[config.mk]
export PLATFORM = sky130hd
export DESIGN_NAME = mem_arbiter
export DESIGN_NICKNAME = d
export VERILOG_FILES = /design/src/rtl/mem_ctrl_pkg.sv /design/src/rtl/rr_arbiter2.sv /design/src/rtl/mem_arbiter.sv
export SDC_FILE = /design/constraint.sdc
export NUM_CORES = 1
export LEC_CHECK = 0
export ABC_AREA = 0
export CAP_MARGIN = 25
export CELL_PAD_IN_SITES_DETAIL_PLACEMENT = 2
export CELL_PAD_IN_SITES_GLOBAL_PLACEMENT = 2
export CORE_MARGIN = 2
export CORE_UTILIZATION = 26
export CTS_CLUSTER_DIAMETER = 120
export DETAILED_ROUTE_END_ITERATION = 10
export GPL_ROUTABILITY_DRIVEN = 0
export PLACE_DENSITY_LB_ADDON = 0.08
export SYNTH_ARGS = -nofsm -noshare
export SYNTH_HDL_FRONTEND = slang
export SYNTH_SLANG_ARGS = --single-unit
export TNS_END_PERCENT = 1
[constraint.sdc]
create_clock -name clk_i -period 7.2 [get_ports clk_i]
set_input_delay 1.44 -clock clk_i [delete_from_list [all_inputs] [get_ports clk_i]]
set_output_delay 1.44 -clock clk_i [all_outputs]
set_load 0.01 [all_outputs]
[src/rtl/mem_ctrl_pkg.sv]
// Shared constants for the memory arbiter: FSM state encodings and requester ids.
// Bit 0 of every two-bit grant/request vector is the fetch port, bit 1 the data port.
package mem_ctrl_pkg;

    localparam logic [1:0] ST_IDLE   = 2'd0;
    localparam logic [1:0] ST_SETUP  = 2'd1;
    localparam logic [1:0] ST_STROBE = 2'd2;
    localparam logic [1:0] ST_RESP   = 2'd3;

    localparam logic PORT_FETCH = 1'b0;
    localparam logic PORT_DATA  = 1'b1;

    function automatic logic [1:0] port_onehot(input logic port);
        return (port == PORT_DATA) ? 2'b10 : 2'b01;
    endfunction

endpackage

[src/rtl/rr_arbiter2.sv]
// Two-way round-robin arbiter. The grant is combinational; the pointer moves to the
// port that lost only when the owner reports that the grant was taken.
module rr_arbiter2
    import mem_ctrl_pkg::*;
(
    input  logic       clk_i,
    input  logic       rst_i,
    input  logic [1:0] req_i,
    input  logic       accept_i,
    output logic [1:0] grant_o
);

    logic ptr_q;

    always_comb begin
        grant_o = 2'b00;
        case (req_i)
            2'b01:   grant_o = 2'b01;
            2'b10:   grant_o = 2'b10;
            2'b11:   grant_o = port_onehot(ptr_q);
            default: grant_o = 2'b00;
        endcase
    end

    always_ff @(posedge clk_i) begin
        if (rst_i) begin
            ptr_q <= PORT_FETCH;
        end else if (accept_i && (grant_o != 2'b00)) begin
            ptr_q <= grant_o[0] ? PORT_DATA : PORT_FETCH;
        end
    end

endmodule

[src/rtl/mem_arbiter.sv]
// Shares an edge-strobed memory between instruction fetch and the load/store unit,
// holding address/op/data a full cycle before the enable rises.
//
//   state     | meaning
//   ST_IDLE   | ready to the arbitration winner, request latched on accept
//   ST_SETUP  | mem select/address/data driven, enable low
//   ST_STROBE | enable high for one cycle, memory acts on its rising edge
//   ST_RESP   | one-cycle response pulse to the granted port
module mem_arbiter
    import mem_ctrl_pkg::*;
#(
    parameter int WORD_SIZE = 32,
    parameter int MEM_SIZE  = 1024
) (
    input  logic                 clk_i,
    input  logic                 rst_i,
    input  logic                 f_req_valid_i,
    output logic                 f_req_ready_o,
    input  logic [WORD_SIZE-1:0] f_req_addr_i,
    output logic                 f_resp_valid_o,
    output logic [WORD_SIZE-1:0] f_resp_rdata_o,
    output logic                 f_resp_err_o,
    input  logic                 d_req_valid_i,
    output logic                 d_req_ready_o,
    input  logic                 d_req_we_i,
    input  logic [WORD_SIZE-1:0] d_req_base_i,
    input  logic [WORD_SIZE-1:0] d_req_offset_i,
    input  logic [WORD_SIZE-1:0] d_req_wdata_i,
    output logic                 d_resp_valid_o,
    output logic [WORD_SIZE-1:0] d_resp_rdata_o,
    output logic                 d_resp_err_o,
    output logic                 mem_en_o,
    output logic                 mem_read_o,
    output logic                 mem_write_o,
    output logic [WORD_SIZE-1:0] mem_addr_base_o,
    output logic [WORD_SIZE-1:0] mem_addr_offset_o,
    output logic [WORD_SIZE-1:0] mem_wdata_o,
    input  logic [WORD_SIZE-1:0] mem_rdata_i
);

    // Highest effective address at which a full word still fits in the memory.
    localparam logic [WORD_SIZE-1:0] EA_MAX = WORD_SIZE'(MEM_SIZE - 4);

    logic [1:0]           state_q;
    logic [1:0]           state_nxt;
    logic                 port_q;
    logic                 we_q;
    logic                 err_q;
    logic [1:0]           grant;
    logic                 idle;
    logic                 accept;
    logic                 win_port;
    logic                 win_we;
    logic                 win_err;
    logic [WORD_SIZE-1:0] win_base;
    logic [WORD_SIZE-1:0] win_offset;
    logic [WORD_SIZE-1:0] win_wdata;
    logic [WORD_SIZE-1:0] win_ea;
    logic                 port_nxt;
    logic                 we_nxt;
    logic                 err_nxt;
    logic                 access_nxt;
    logic                 resp_nxt;

    assign idle = (state_q == ST_IDLE);

    rr_arbiter2 u_rr_arbiter2 (
        .clk_i    (clk_i),
        .rst_i    (rst_i),
        .req_i    ({d_req_valid_i, f_req_valid_i}),
        .accept_i (accept),
        .grant_o  (grant)
    );

    assign f_req_ready_o = idle & grant[0];
    assign d_req_ready_o = idle & grant[1];
    assign accept        = idle & (|grant);
    assign win_port      = grant[1] ? PORT_DATA : PORT_FETCH;

    always_comb begin
        win_base   = f_req_addr_i;
        win_offset = '0;
        win_wdata  = '0;
        win_we     = 1'b0;
        if (win_port == PORT_DATA) begin
            win_base   = d_req_base_i;
            win_offset = d_req_offset_i;
            win_wdata  = d_req_wdata_i;
            win_we     = d_req_we_i;
        end
        // Effective address wraps modulo 2^WORD_SIZE before the bounds test.
        win_ea  = win_base + win_offset;
        win_err = (win_ea > EA_MAX);
    end

    always_comb begin
        state_nxt = state_q;
        case (state_q)
            ST_IDLE:   if (accept) state_nxt = win_err ? ST_RESP : ST_SETUP;
            ST_SETUP:  state_nxt = ST_STROBE;
            ST_STROBE: state_nxt = ST_RESP;
            ST_RESP:   state_nxt = ST_IDLE;
            default:   state_nxt = ST_IDLE;
        endcase
    end

    always_comb begin
        port_nxt   = accept ? win_port : port_q;
        we_nxt     = accept ? win_we   : we_q;
        err_nxt    = accept ? win_err  : err_q;
        access_nxt = (state_nxt == ST_SETUP) || (state_nxt == ST_STROBE);
        resp_nxt   = (state_nxt == ST_RESP);
    end

    always_ff @(posedge clk_i) begin
        if (rst_i) begin
            state_q           <= ST_IDLE;
            port_q            <= PORT_FETCH;
            we_q              <= 1'b0;
            err_q             <= 1'b0;
            mem_addr_base_o   <= '0;
            mem_addr_offset_o <= '0;
            mem_wdata_o       <= '0;
        end else begin
            state_q <= state_nxt;
            port_q  <= port_nxt;
            we_q    <= we_nxt;
            err_q   <= err_nxt;
            if (accept) begin
                mem_addr_base_o   <= win_base;
                mem_addr_offset_o <= win_offset;
                mem_wdata_o       <= win_wdata;
            end
        end
    end

    // Memory controls are registered from the next state so the strobe is glitch-free.
    always_ff @(posedge clk_i) begin
        if (rst_i) begin
            mem_en_o    <= 1'b0;
            mem_read_o  <= 1'b0;
            mem_write_o <= 1'b0;
        end else begin
            mem_en_o    <= (state_nxt == ST_STROBE);
            mem_read_o  <= access_nxt & ~we_nxt;
            mem_write_o <= access_nxt &  we_nxt;
        end
    end

    always_ff @(posedge clk_i) begin
        if (rst_i) begin
            f_resp_valid_o <= 1'b0;
            d_resp_valid_o <= 1'b0;
            f_resp_err_o   <= 1'b0;
            d_resp_err_o   <= 1'b0;
        end else begin
            f_resp_valid_o <= resp_nxt & (port_nxt == PORT_FETCH);
            d_resp_valid_o <= resp_nxt & (port_nxt == PORT_DATA);
            f_resp_err_o   <= resp_nxt & (port_nxt == PORT_FETCH) & err_nxt;
            d_resp_err_o   <= resp_nxt & (port_nxt == PORT_DATA) & err_nxt;
        end
    end

    // Read data is captured on the STROBE->RESP edge so it is valid with the pulse.
    always_ff @(posedge clk_i) begin
        if (rst_i) begin
            f_resp_rdata_o <= '0;
            d_resp_rdata_o <= '0;
        end else if ((state_q == ST_STROBE) && !we_q) begin
            if (port_q == PORT_FETCH) begin
                f_resp_rdata_o <= mem_rdata_i;
            end else begin
                d_resp_rdata_o <= mem_rdata_i;
            end
        end
    end

endmodule

==> metrics.log <==
[metrics] result of the run: complete, no violations
[metrics] source-to-sink clock delay at the later pin of the worst-skew pair: 0.45 ns
[metrics] starting utilization of the core area: 26.4%
[metrics] number of I/O pins: 334
[metrics] Finished Core Util: 39.8%
[metrics] Antenna Diode Count: 0
[metrics] required time reported for the critical path endpoint: 7.53 ns
[metrics] post-CTS setup-driven buffer insertion count: 0
[metrics] type of the setup path with the least slack: input port to flip-flop
[metrics] maximum root-to-sink buffer count: 2
[metrics] worst-case headroom to the max-slew limit: 45.9%
[metrics] met3 Track Usage GR: 5.75%
[metrics] hold path startpoint: mem_addr_offset_o[25]$_SDFFE_PP0P_
[metrics] list of cells traversed by the critical path: clkdlybuf4s50_1 > inv_1 > o21ai_4 > buf_4 > nand2_1 > nand2_1 > ha_1 > nand4_2 > or3_1 > a21oi_1 > o31ai_1 > o31ai_1 > mux2i_1 > nand4_1 > o41ai_2 > nand2_1 > ha_1 > nor3b_1 > nor2b_1
[metrics] Die X: 186 um
[metrics] number of nets with antenna violations after detailed routing: 0
[metrics] switching power: 1.44 mW
[metrics] Total Negative Setup Slacks: 0 ns
[metrics] initial antenna violation count: 0
[metrics] slowest library cell on the worst path: clkdlybuf4s50_1
[metrics] syn avg cell area: 7.52 um2
[metrics] pre-CTS setup slack: 0.768 ns
[metrics] Critical R2R Launch: u_rr_arbiter2.ptr_q$_SDFFE_PP0P_
[metrics] via count of the first global-routing pass: 9855
[metrics] arrival time at the worst endpoint: 6.28 ns
[metrics] average vias per placed instance: 4.84
[metrics] number of gates resized after cts: 0
[metrics] Pwr Density: 283 mW/mm2
[metrics] endpoint of the worst hold-timing path: mem_addr_offset_o[25]$_SDFFE_PP0P_
[metrics] DR WL/cell: 18.9 um
[metrics] met1 routing resource usage after global routing: 26.3%
[metrics] RR Endpoint: d_resp_err_o$_SDFF_PP0_
[metrics] Worst Slack Setup Final: 1.24 ns
[metrics] first-pass GRT wire length: 55100 um
[metrics] area of the die: 0.0346 mm2
[metrics] clock skew: 0.0121 ns
[metrics] number of failing hold endpoints at the final stage: 0
[metrics] ys flop type: dfxtp_1
[metrics] Peak VDD IR: 179 uV
[metrics] number of buffers inserted during clock tree synthesis: 17
[metrics] unique cell type count in the Yosys netlist: 76
[metrics] time the worst path needs with I/O delays and setup: 5.96 ns
[metrics] post-synthesis instance area: 0.00862 mm2
[metrics] layout cells sized above 1: 5.10%
[metrics] number of standard-cell rows in the floorplan: 66
[metrics] via count of the routed design: 9165
[metrics] initial detailed-routing violation count: 362
[metrics] gate count after technology mapping: 1147
[metrics] delay of the slowest cell on the worst path: 0.63 ns
[metrics] leakage dissipation: 4.91 nW
[metrics] crit-path most repeated cell: nand2_1
[metrics] reg2reg setup slack: 2.49 ns
[metrics] endpoint type of the worst setup path: flip-flop
[metrics] switching share of power: 39.3%
[metrics] I/O Buffers: 333
[metrics] DRC Markers: 0
[metrics] power share of the sequential group: 32.4%
[metrics] highest attainable clock frequency: 0.168 GHz
[metrics] largest net degree at the start of global routing: 93
[metrics] Floorplan Core Area: 0.0326 mm2
[metrics] sequential share of the synthesized area: 40.2%
[metrics] top cell type by total area after synthesis: dfxtp_1
[metrics] Yosys reg bits: 173
[metrics] routing layer with the top usage in global route: met2
[metrics] worst slack on hold paths: 0.457 ns
[metrics] number of inserted filler cells in the final layout: 3738
[metrics] largest driver fanout on the critical path: 19
[metrics] Root Buffer: clkbuf_16
[metrics] fraction of registers with async set/reset: 0%
[metrics] count of cells along the worst register-to-register path: 18
[metrics] total congestion overflow: 0
[metrics] final clock period utilization by the worst path: 82.7%
[metrics] NumNets Final: 1639
[metrics] final max-slew violation count: 0
[metrics] unrepaired setup endpoints after global routing: false
[metrics] internal power: 2.23 mW
[metrics] share of power burned in combinational logic: 42.1%
[metrics] count of maximum capacitance violations: 0
[metrics] chip height: 186 um
[metrics] number of warning messages in the yosys log: 0
[metrics] crit path from: f_req_valid_i
[metrics] CTS H-Tree Depth: 4
[metrics] First-pass DRT Iterations: 4
[metrics] GRT met2 Usage: 34.1%
[metrics] clock group share of total power: 25.5%
[metrics] Design Power: 3.68 mW
[metrics] Hold Path Depth: 2
[metrics] total detailed-routing wirelength: 35700 um
[metrics] Overall Global Routing Usage: 20.6%
[metrics] area share of the largest cell type after synthesis: 40.2%
[metrics] synthesized net count: 1349
[metrics] kind of start point of the critical path: input port
[metrics] final setup violating endpoints: 0
[metrics] Final Instance Area: 0.0130 mm2
[metrics] clock slew seen by the registers of the worst setup and hold paths: 0.07 ns
[metrics] dominant cells by area after synthesis: dfxtp_1 (40%), nand2_1 (14%), a21oi_1 (7.5%)
[metrics] Slew @ Worst Pin: 0.811 ns
[metrics] area growth from synthesis to layout: 50.7%
[metrics] sink count of the clock tree: 173
[metrics] dpl cells: 1859
[metrics] TritonCTS clock tree: done
[metrics] Hold-fix buffers, CTS: 0
[metrics] number of cells in the finished layout apart from fillers: 1892
[metrics] HPWL reported at the end of detailed placement: 26700 um
[metrics] HP Class: flip-flop to flip-flop
[metrics] Post-synth EDFFs: 0
[metrics] placed cell area: 0.0124 mm2
## synth_stat cells (3+ instances only)
cell / number
nor2b_1: 5
nor2_1: 120
and2_1: 32
buf_1: 4
ha_1: 36
clkbuf_1: 64
a31oi_1: 4
o31ai_1: 5
a211oi_2: 3
nand3_1: 8
and3b_1: 3
a211oi_1: 6
nand4_1: 8
nor3_1: 38
a21oi_1: 130
dfxtp_1: 173
o21ai_0: 15
a22oi_1: 34
xor2_1: 8
inv_1: 18
mux2i_1: 6
nand2b_1: 5
xnor2_1: 5
o21ai_1: 3
nor3b_1: 3
or3_1: 4
a311oi_1: 3
nand2_1: 316
o21bai_1: 7
a211o_1: 3
o21a_1: 5
a21o_1: 8
o211ai_1: 5
buf_2: 6
## power by group through the flow
stage	sequential, mW	clock, mW	combinational (mW)
floorplan	1.27	0	0.782
global placement	1.21	0	1.55
detailed placement	1.22	0	1.57
CTS	1.20	0.975	1.58
global route	1.21	1.01	1.72
finish	1.19	0.936	1.55
## cell type report
class,instances,area [um2],area share (%)
multi-input combinational,881,4840,37.2
timing repair buffer,346,3480,26.8
tap,442,553,4.26
sequential,173,3460,26.7
inverter,18,67.6,0.520
clock inverter,14,156,1.20
clock buffer,18,439,3.38
## kinds of logic (layout without fill, tap and decap cells)
group                    after synthesis  count (layout)  share of synthesized area, %
buffers and inverters                 93             396                          4.22
AO/OA/AOI/OAI                        264             264                          19.9
adder cells (fa/ha/maj)               37              37                          5.46
flip-flops                           173             173                          40.2
multiplexers                           7               7                         0.827
XOR/XNOR                              13              13                          1.32
AND/OR/NAND/NOR                      560             560                          28.1
## worst max-delay path by stage
stage | to | slack, ns | depth (start not counted)
after floorplan | f_resp_err_o$_SDFF_PP0_ | 2.15 | 19
after global placement | f_resp_err_o$_SDFF_PP0_ | 0.89 | 19
after detailed placement | d_resp_err_o$_SDFF_PP0_ | 0.77 | 19
after CTS | d_resp_err_o$_SDFF_PP0_ | 1.23 | 19
after global routing | d_resp_err_o$_SDFF_PP0_ | 0.81 | 19
final | d_resp_err_o$_SDFF_PP0_ | 1.24 | 19
## critical path, delay by kind of cell
family,cells,cell delay [ns]
AND/OR/NAND/NOR,8,1.38
buffers and inverters,3,1.07
AO/OA/AOI/OAI,5,1.62
multiplexers,1,0.25
adder cells (fa/ha/maj),2,0.49
## cells in the final DEF (no fill, tap or decap), types with 4 or more instances in the layout
master	n
clkdlybuf4s50_1	332
nand2_1	316
dfxtp_1	173
a21oi_1	130
nor2_1	119
nor3_1	38
ha_1	36
a22oi_1	34
and2_1	32
inv_1	18
clkbuf_16	17
o21ai_0	14
buf_4	10
a21o_1	8
nand3_1	8
nand4_1	8
xor2_1	8
o21bai_1	7
mux2i_1	6
a211oi_1	6
nand2b_1	5
xnor2_1	5
o211ai_1	5
o31ai_1	5
nor2b_1	5
a31oi_1	4
o21a_1	4
or3_1	4
clkinv_8	4
## sequential cells by signal (all words and copies together) (netlist names), 2 cells and up
signal             count
mem_addr_offset_o     32
mem_wdata_o           32
d_resp_rdata_o        32
state_q                2
f_resp_rdata_o        32
mem_addr_base_o       32
## routing by layer
metal | part of all wire, % | vias to the layer above | routed length [um]
met5 | 0 | - | 0
met4 | 1.6 | 0 | 558
met3 | 6.3 | 29 | 2240
met2 | 46 | 227 | 16500
met1 | 46 | 4437 | 16500
li1 | - | 4472 | -
Note: power is estimated with default switching activity, not from simulation.
